## src/rtl/frame_bank_scheduler.sv

```systemverilog
// Ping-pong bank manager for the 1-bit camera frame buffer.
// The camera writer fills one SPRAM bank while the reader consumes the other.
// Frames are dropped safely when the reader falls behind.
// Ports:
//   clk, nreset          - 48 MHz system clock, async active-low reset
//   cam_frame_tgl        - frame-complete toggle from the cam_pclk domain
//   rd_start, rd_done    - 1-cycle reader claim / release pulses
//   wr_bank, rd_bank     - bank the writer targets / bank the reader addresses
//   buffer_ready         - a FULL bank is available and no bank is READING
//   frame_read_complete  - 1-cycle pulse on an accepted rd_done
//   rd_timeout           - 1-cycle pulse when a READING bank is force-released
//   frame_count          - completed frames seen (wraps)
//   drop_count           - frames discarded (saturates)
//   bank0/1_state        - debug: 0 FREE, 1 WRITING, 2 FULL, 3 READING
module frame_bank_scheduler #(
   parameter int unsigned SYNC_STAGES  = 2,
   parameter int unsigned FRAME_CNT_W  = 8,
   parameter logic [23:0] READ_TIMEOUT = 24'd4800000
) (
   input  logic                   clk,
   input  logic                   nreset,
   input  logic                   cam_frame_tgl,
   input  logic                   rd_start,
   input  logic                   rd_done,
   output logic                   wr_bank,
   output logic                   rd_bank,
   output logic                   buffer_ready,
   output logic                   frame_read_complete,
   output logic                   rd_timeout,
   output logic [FRAME_CNT_W-1:0] frame_count,
   output logic [FRAME_CNT_W-1:0] drop_count,
   output logic [1:0]             bank0_state,
   output logic [1:0]             bank1_state
);

   localparam int unsigned TMO_W = 24;

   typedef enum logic [1:0] {
      FREE    = 2'd0,
      WRITING = 2'd1,
      FULL    = 2'd2,
      READING = 2'd3
   } bank_st_t;

   logic [SYNC_STAGES-1:0] sync_q;
   logic                   tgl_q;
   logic                   frame_evt;

   bank_st_t               bank_q [2];
   bank_st_t               bank_d [2];
   logic                   wr_q, wr_d;
   logic                   rd_q, rd_d;
   logic                   rdy_q, rdy_d;
   logic                   frc_q, frc_d;
   logic                   tmo_pulse_q, tmo_pulse_d;
   logic [FRAME_CNT_W-1:0] fc_q, fc_d;
   logic [FRAME_CNT_W-1:0] dc_q, dc_d;
   logic [TMO_W-1:0]       tmo_q, tmo_d;

   logic                   oth;
   logic                   drop_inc;
   logic                   start_acc;
   logic                   reading_mid;
   logic                   reading_nxt;
   logic                   full_nxt;

   // Toggle crosses from cam_pclk; an event is any change at the chain output.
   assign frame_evt = sync_q[SYNC_STAGES-1] ^ tgl_q;

   // Next-state: rd_done, then timeout, then rd_start, then frame event,
   // each applied on top of the previous step's result.
   always_comb begin
      bank_d      = bank_q;
      wr_d        = wr_q;
      rd_d        = rd_q;
      fc_d        = fc_q;
      dc_d        = dc_q;
      tmo_d       = '0;
      frc_d       = 1'b0;
      tmo_pulse_d = 1'b0;
      drop_inc    = 1'b0;
      start_acc   = 1'b0;
      oth         = ~wr_q;

      if (rd_done) begin
         if (bank_q[0] == READING) begin
            bank_d[0] = FREE;
            frc_d     = 1'b1;
         end else if (bank_q[1] == READING) begin
            bank_d[1] = FREE;
            frc_d     = 1'b1;
         end
      end

      reading_mid = (bank_d[0] == READING) || (bank_d[1] == READING);
      if (reading_mid && (READ_TIMEOUT != '0) && (tmo_q == READ_TIMEOUT - TMO_W'(1))) begin
         for (int i = 0; i < 2; i++) begin
            if (bank_d[i] == READING) bank_d[i] = FREE;
         end
         tmo_pulse_d = 1'b1;
      end

      if (rd_start && rdy_q && (bank_d[rd_q] == FULL)) begin
         bank_d[rd_q] = READING;
         start_acc    = 1'b1;
      end

      if (frame_evt) begin
         fc_d = fc_q + FRAME_CNT_W'(1);
         if (bank_d[oth] == READING) begin
            // Reader holds the other bank: writer overwrites its own bank.
            drop_inc = 1'b1;
         end else begin
            if (bank_d[oth] == FULL) drop_inc = 1'b1;
            bank_d[wr_q] = FULL;
            bank_d[oth]  = WRITING;
            wr_d         = oth;
            rd_d         = wr_q;
         end
      end

      if (drop_inc && (dc_q != '1)) dc_d = dc_q + FRAME_CNT_W'(1);

      reading_nxt = (bank_d[0] == READING) || (bank_d[1] == READING);
      full_nxt    = (bank_d[0] == FULL) || (bank_d[1] == FULL);
      rdy_d       = full_nxt && !reading_nxt;

      if (!start_acc && reading_nxt && (READ_TIMEOUT != '0)) tmo_d = tmo_q + TMO_W'(1);
   end

   // State and registered outputs.
   always_ff @(posedge clk or negedge nreset) begin
      if (!nreset) begin
         sync_q      <= '0;
         tgl_q       <= 1'b0;
         bank_q[0]   <= WRITING;
         bank_q[1]   <= FREE;
         wr_q        <= 1'b0;
         rd_q        <= 1'b0;
         rdy_q       <= 1'b0;
         frc_q       <= 1'b0;
         tmo_pulse_q <= 1'b0;
         fc_q        <= '0;
         dc_q        <= '0;
         tmo_q       <= '0;
      end else begin
         sync_q      <= {sync_q[SYNC_STAGES-2:0], cam_frame_tgl};
         tgl_q       <= sync_q[SYNC_STAGES-1];
         bank_q      <= bank_d;
         wr_q        <= wr_d;
         rd_q        <= rd_d;
         rdy_q       <= rdy_d;
         frc_q       <= frc_d;
         tmo_pulse_q <= tmo_pulse_d;
         fc_q        <= fc_d;
         dc_q        <= dc_d;
         tmo_q       <= tmo_d;
      end
   end

   assign wr_bank             = wr_q;
   assign rd_bank             = rd_q;
   assign buffer_ready        = rdy_q;
   assign frame_read_complete = frc_q;
   assign rd_timeout          = tmo_pulse_q;
   assign frame_count         = fc_q;
   assign drop_count          = dc_q;
   assign bank0_state         = bank_q[0];
   assign bank1_state         = bank_q[1];

endmodule

```

## config.mk

```make
export PLATFORM = sky130hd
export DESIGN_NAME = frame_bank_scheduler
export DESIGN_NICKNAME = d
export VERILOG_FILES = /design/src/rtl/frame_bank_scheduler.sv
export SDC_FILE = /design/constraint.sdc
export NUM_CORES = 1
export LEC_CHECK = 0
export CAP_MARGIN = 10
export CORE_UTILIZATION = 28
export DETAILED_ROUTE_END_ITERATION = 10
export PLACE_DENSITY = 0.43
export SLEW_MARGIN = 30
export SYNTH_ARGS = -nofsm -noshare
export SYNTH_HDL_FRONTEND = slang
export SYNTH_SLANG_ARGS = --single-unit
```

## constraint.sdc

```tcl
create_clock -name clk -period 6.1 [get_ports clk]
set_clock_uncertainty 0.2 [all_clocks]
set_input_delay 1.22 -clock clk [delete_from_list [all_inputs] [get_ports clk]]
set_output_delay 1.22 -clock clk [all_outputs]
set_load 0.02 [all_outputs]
```

# Word level (Yosys, flattened, before mapping)
# Index checks and enable logic that the tools add are counted.
[totals]
wordCells = 93
reg_bits = 52
input_bits = 5
out_inout_bits = 25
[classes]
n_lt_le_gt_ge = 6
eq_ne = 13
add_sub_neg = 3
n_mux = 31
reduce_logical = 15
n_bitwise = 13
[op_table]
columns = ["op", "n"]
rows = [
  ["2-to-1 mux 2 bit", 14],
  ["adder 24 x 1 -> 24 bit, second input constant", 1],
  ["equality test 24 x 23 -> 1 bit, second input constant", 1],
  ["2-to-1 mux 24 bit", 1],
  ["equality test 2 bit, second input constant", 11],
  ["2-to-1 mux 4 bit", 5],
  ["adder 8 x 1 -> 8 bit, second input constant", 2],
  ["logical AND 1 bit", 9],
  ["2-to-1 mux 1 bit", 8],
  ["!= test 8 bit, second input constant", 1],
  ["demux 2 bit (select 1 bit)", 3],
  ["greater-or-equal comparator 2 bit, second input constant", 3],
  ["less-than comparator 2 x 1 -> 1 bit, second input constant", 3],
  ["NOT 1 -> 2 bit", 3],
  ["bitwise AND 2 bit", 2],
  ["NOT 2 bit", 2],
  ["bitwise OR 2 bit", 2],
  ["bitwise OR 4 bit", 1],
  ["logical OR 1 bit", 3],
  ["logical NOT 1 bit", 2],
  ["NOT 1 bit", 2],
  ["AND reduction 2 bit", 1],
  ["bitwise XOR 1 bit", 1],
]

# Logic depth before layout (Yosys ltp)
[logic_depth]
depth_word = 24
mapped_depth = 8
depth_no_buf = 6

# Least setup slack after synthesis
# Ideal clock, no wire load.
[synth_path]
path_type = "input -> register"
from = "input port rd_start"
to = "register tmo_q[10]"
path_stages = 7
setup_ns = 0.069
slack_ns = 3.280
n_path_buf = 2
arrival_time_ns = 2.551
path_cell_list = "nand2_1 nor4_1 nor4_1 or4_4 buf_6 buf_12 nor2_4"
[synth_between]
elab_chain_cells = 13
[synth_lines]
columns = ["element", "line_no", "source"]
rows = [
  ["start: declaration", "23", "input logic rd_start,"],
  ["logical AND 1 bit * (2 in a row)", "103", "if (rd_start && rdy_q && (bank_d[rd_q] == FULL)) begin"],
  ["2-to-1 mux 4 bit", "103", ""],
  ["2-to-1 mux 2 bit (implied by the code) (3 in a row)", "110", "if (bank_d[oth] == READING) begin"],
  ["equality test 2 bit", "110", ""],
  ["2-to-1 mux 4 bit", "110", ""],
  ["2-to-1 mux 4 bit", "108", "if (frame_evt) begin"],
  ["equality test 2 bit", "124", "reading_nxt = (bank_d[0] == READING) || (bank_d[1] == READING);"],
  ["logical OR 1 bit", "124", ""],
  ["logical AND 1 bit *", "128", "if (!start_acc && reading_nxt && (READ_TIMEOUT != '0)) tmo_d = tmo_q + TMO_W'(1);"],
  ["2-to-1 mux 24 bit *", "128", ""],
  ["via tmo_d[10]", "58", "logic [TMO_W-1:0] tmo_q, tmo_d;"],
  ["end signal: assignment", "157", "tmo_q <= tmo_d;"],
  ["end: declaration", "58", ""],
]
# The timed path passes the listed nets; every way through them passes the cells marked *. The select of a mux whose other input is x is not followed.
# A chain may end at the register's enable or synchronous reset.

# Final worst setup path
[layout_path]
from = "input port rd_done"
to = "register tmo_q[4]"
[layout_between]
elab_chain_cells = 21
[layout_lines]
columns = ["element", "line_no", "source"]
rows = [
  ["start: declaration", "24", "input logic rd_done,"],
  ["2-to-1 mux 4 bit *", "85", "if (rd_done) begin"],
  ["equality test 2 bit", "95, 98", ""],
  ["logical OR 1 bit", "95", "reading_mid = (bank_d[0] == READING) || (bank_d[1] == READING);"],
  ["logical AND 1 bit", "96", "if (reading_mid && (READ_TIMEOUT != '0) && (tmo_q == READ_TIMEOUT - TMO_W'(1))) begin"],
  ["2-to-1 mux 4 bit *", "96", ""],
  ["2-to-1 mux 2 bit (implied by the code) (3 in a row)", "103", ""],
  ["equality test 2 bit", "103", ""],
  ["logical AND 1 bit", "103", ""],
  ["(+4 left out)", "n/a", ""],
  ["equality test 2 bit", "110", ""],
  ["2-to-1 mux 4 bit", "110", ""],
  ["2-to-1 mux 4 bit", "108", ""],
  ["equality test 2 bit", "124", ""],
  ["logical OR 1 bit", "124", ""],
  ["logical AND 1 bit *", "128", ""],
  ["2-to-1 mux 24 bit *", "128", ""],
  ["via tmo_d[4]", "58", ""],
]
# Marked as above.

==> results.json <==
{
  "floorplan.die_area_um2": 10800,
  "die_y_um": 104,
  "clkSinkCount": 52,
  "antenna_cells_inserted": 0,
  "main_flop_type_after_synthesis": "dfrtp_1",
  "clock_tree.htree_level_count": 2,
  "number_of_buffers_inserted_during_clock_tree_synthesis": 5,
  "post-cts-setup-buffers": 0,
  "synth_enable_flop_cells": 0,
  "most_common_cell_after_layout_fill_and_taps_aside": "dfrtp_1",
  "reg2reg_to": "tmo_q[4]",
  "worst-r2r-setup-slack_ns": 3.37,
  "worst_hold_check_slack_ns": 0.179,
  "crit_required_ns": 6.08,
  "worstPathMaxFanout": 24,
  "flow.area_growth_from_synthesis_pct": 17.4,
  "nFillCells": 1059,
  "outcome": "completed",
  "dp_hpwl_um": 4060,
  "synth_seq_area_share_pct": 44.8,
  "grt.total_usage_pct": 12.3,
  "cts.root.buffer_cell": "clkbuf_8",
  "synth_cell_types": 54,
  "resized_cells_post_cts": 0,
  "place.port_buffers": 29,
  "final_layout_size_suffix_gt1_share_pct": 16.2,
  "netSwitchingFraction_pct": 39.5,
  "period_needed_ns": 3.32,
  "fin_crit_sh_pct": 54.4,
  "summed_instance_area_of_the_synthesized_netlist_um2": 2910,
  "layout.nets": 316,
  "synth-async-reset-ratio_pct": 100,
  "cts.path.max_buffers": 2,
  "detailedRoute.firstIterationViolations": 90,
  "grt_setup_unrepaired": "no",
  "drt_wl_total_um": 6010,
  "timing_worst_slew_pin_value_ns": 0.857,
  "power_per_cell_area_nw_per_um2": 373,
  "cellLeakagePower_nw": 1.29,
  "ys_seq_elements": 52,
  "number_of_placed_i_o_pins": 30,
  "synthesis.yosys.warnings": 0,
  "internal_power_w": 0.000771,
  "finalWeightedCongestion": 0.732,
  "drv.max_cap_violation_count": 0,
  "fin_total_pwr_w": 0.00128,
  "power_switching_w": 0.000504,
  "worstHoldPathType": "register to register",
  "synth_fp_nets": 288,
  "initial_core_utilization_pct": 29.4,
  "core_area_um2": 9910,
  "criticalPathCategory": "input port to register",
  "clock_transition_at_path_regs_ns": 0.10,
  "grt_first_pass_wirelength_um": 10700,
  "most-common-layout-cells": "dfrtp_1 (51), clkdlybuf4s50_1 (28), xnor2_1 (23)",
  "combinationalPowerShare_pct": 39.0,
  "setup_violation_total_in_the_final_timing_report": 0,
  "horizontal_die_dimension_um": 104,
  "reg2regPathDepth": 5,
  "placement_rows": 36,
  "achievable-frequency_mhz": 301,
  "drc": 0,
  "clockPowerShare_pct": 20.6,
  "max_rail_drop_vdd_v": 0.000208,
  "timing_max_transition_violations_final": 0,
  "number_of_antenna_violations_at_the_first_check_in_global_routing": 0,
  "final.setup.tns_ns": 0,
  "hold_viol_final": 0,
  "syn_area_per_cell_um2": 10.4,
  "postSynthCellCount": 280,
  "antenna_left": 0,
  "worst_setup_path_startpoint": "rd_done",
  "routed_via_density": 4.73,
  "first_global_vias": 2153,
  "grt_max_degree": 53,
  "crit_arrival_ns": 3.30,
  "worst_setup_path_end_kind": "register",
  "cts_hold_buffers": 0,
  "grt.overflow.total": 0,
  "avgRoutedWirePerCell_um": 13.6,
  "detailedRoute.firstPassIterationCount": 4,
  "setup.worst_path.start_class": "input port",
  "cts_tree": "yes",
  "seq_power_share_pct": 40.4,
  "reg2reg_from": "wr_bank",
  "relSlewSlack_pct": 42.2,
  "clk_latency_ns": 0.31,
  "dr_total_vias": 2090,
  "setup.worst_path.end": "tmo_q[4]"
}
## registers in the layout, summed over array words and instances, names as in the netlist
name,count
tgl_q,1
wr_bank,1
buffer_ready,1
rd_bank,1
frame_read_complete,1
bank1_state,2
bank0_state,2
drop_count,8
tmo_q,24
frame_count,8
sync_q,2
rd_timeout,1
## cells in the mapped netlist, types with 3 or more instances
| cell | instances | area, µm² |
|---|---|---|
| nand2_1 | 16 | 60.1 |
| nor3_1 | 10 | 50.1 |
| xor2_1 | 14 | 123 |
| and3_1 | 10 | 62.6 |
| o22ai_1 | 6 | 37.5 |
| a21oi_1 | 9 | 45.0 |
| xnor2_1 | 23 | 201 |
| dfrtp_1 | 51 | 1280 |
| nor2_1 | 21 | 78.8 |
| ha_1 | 3 | 37.5 |
| nand4_1 | 11 | 68.8 |
| nand3_1 | 19 | 95.1 |
| inv_1 | 8 | 30.0 |
| o21ai_0 | 5 | 25.0 |
| clkbuf_1 | 4 | 15.0 |
| nor2_4 | 18 | 203 |
## per-stage QoR
step	util, %	cell area, µm²	setup WS (ns)	cells
after floorplan	-	2910	3.28	280
after global placement	33.2	3290	2.41	434
after detailed placement	33.2	3290	2.43	434
after CTS	34.5	3420	2.77	442
after global routing	34.5	3420	2.64	442
final	34.5	3420	2.78	442
## layer usage
metal | vias up | global-route usage, % | wire, µm
met3 | 5 | 2.94 | 180
li1 | 1043 | - | -
met1 | 1009 | 16.7 | 2970
met2 | 33 | 19.5 | 2810
met5 | - | 0 | 0
met4 | 0 | 3.37 | 53
## critical path, stage by stage
cell	delay [ns]
clkdlybuf4s50_1	0.63
a21boi_1	0.32
o31ai_1	0.10
nor4_1	0.28
or4_4	0.60
nor2_1	0.11
## power by group through the flow
stage	Combinational, W	Sequential, W	Clock [W]
4_1_cts	0.000505	0.000517	0.000272
5_1_grt	0.000549	0.000532	0.000287
2_1_floorplan	0.000279	0.000564	0
6_report	0.000498	0.000515	0.000262
3_5_place_dp	0.000503	0.000523	0
3_3_place_gp	0.000505	0.000525	0
## area by class of cell
cell class	instances	area [µm²]	area share (%)
clock buffers	7	96.3	2.82
well taps	133	166	4.87
repair buffers	31	300	8.79
clock inverters	1	30.0	0.879
flip-flops and latches	52	1300	38.1
multi-input cells	209	1490	43.5
inverters	9	33.8	0.989
## worst min path at each step
| stage | from | cells past startpoint | to |
|---|---|---|---|
| floorplan | sync_q[0] | 0 | sync_q[1] |
| global placement | sync_q[0] | 0 | sync_q[1] |
| detailed placement | sync_q[0] | 0 | sync_q[1] |
| CTS | sync_q[0] | 0 | sync_q[1] |
| global route | sync_q[0] | 0 | sync_q[1] |
| finish | sync_q[0] | 0 | sync_q[1] |
## logic make-up (layout without fill, tap and decap cells)
family | count (synthesis) | after routing | share of synthesized area [%]
simple gates | 129 | 129 | 28.5
xor+xnor | 38 | 38 | 11.7
flops | 52 | 52 | 44.8
mux | 1 | 1 | 0.387
buf+inv | 19 | 48 | 4.17
fa+ha+maj | 5 | 5 | 2.02
compound gates | 36 | 36 | 8.47
Note: power is estimated with default switching activity, not from simulation.
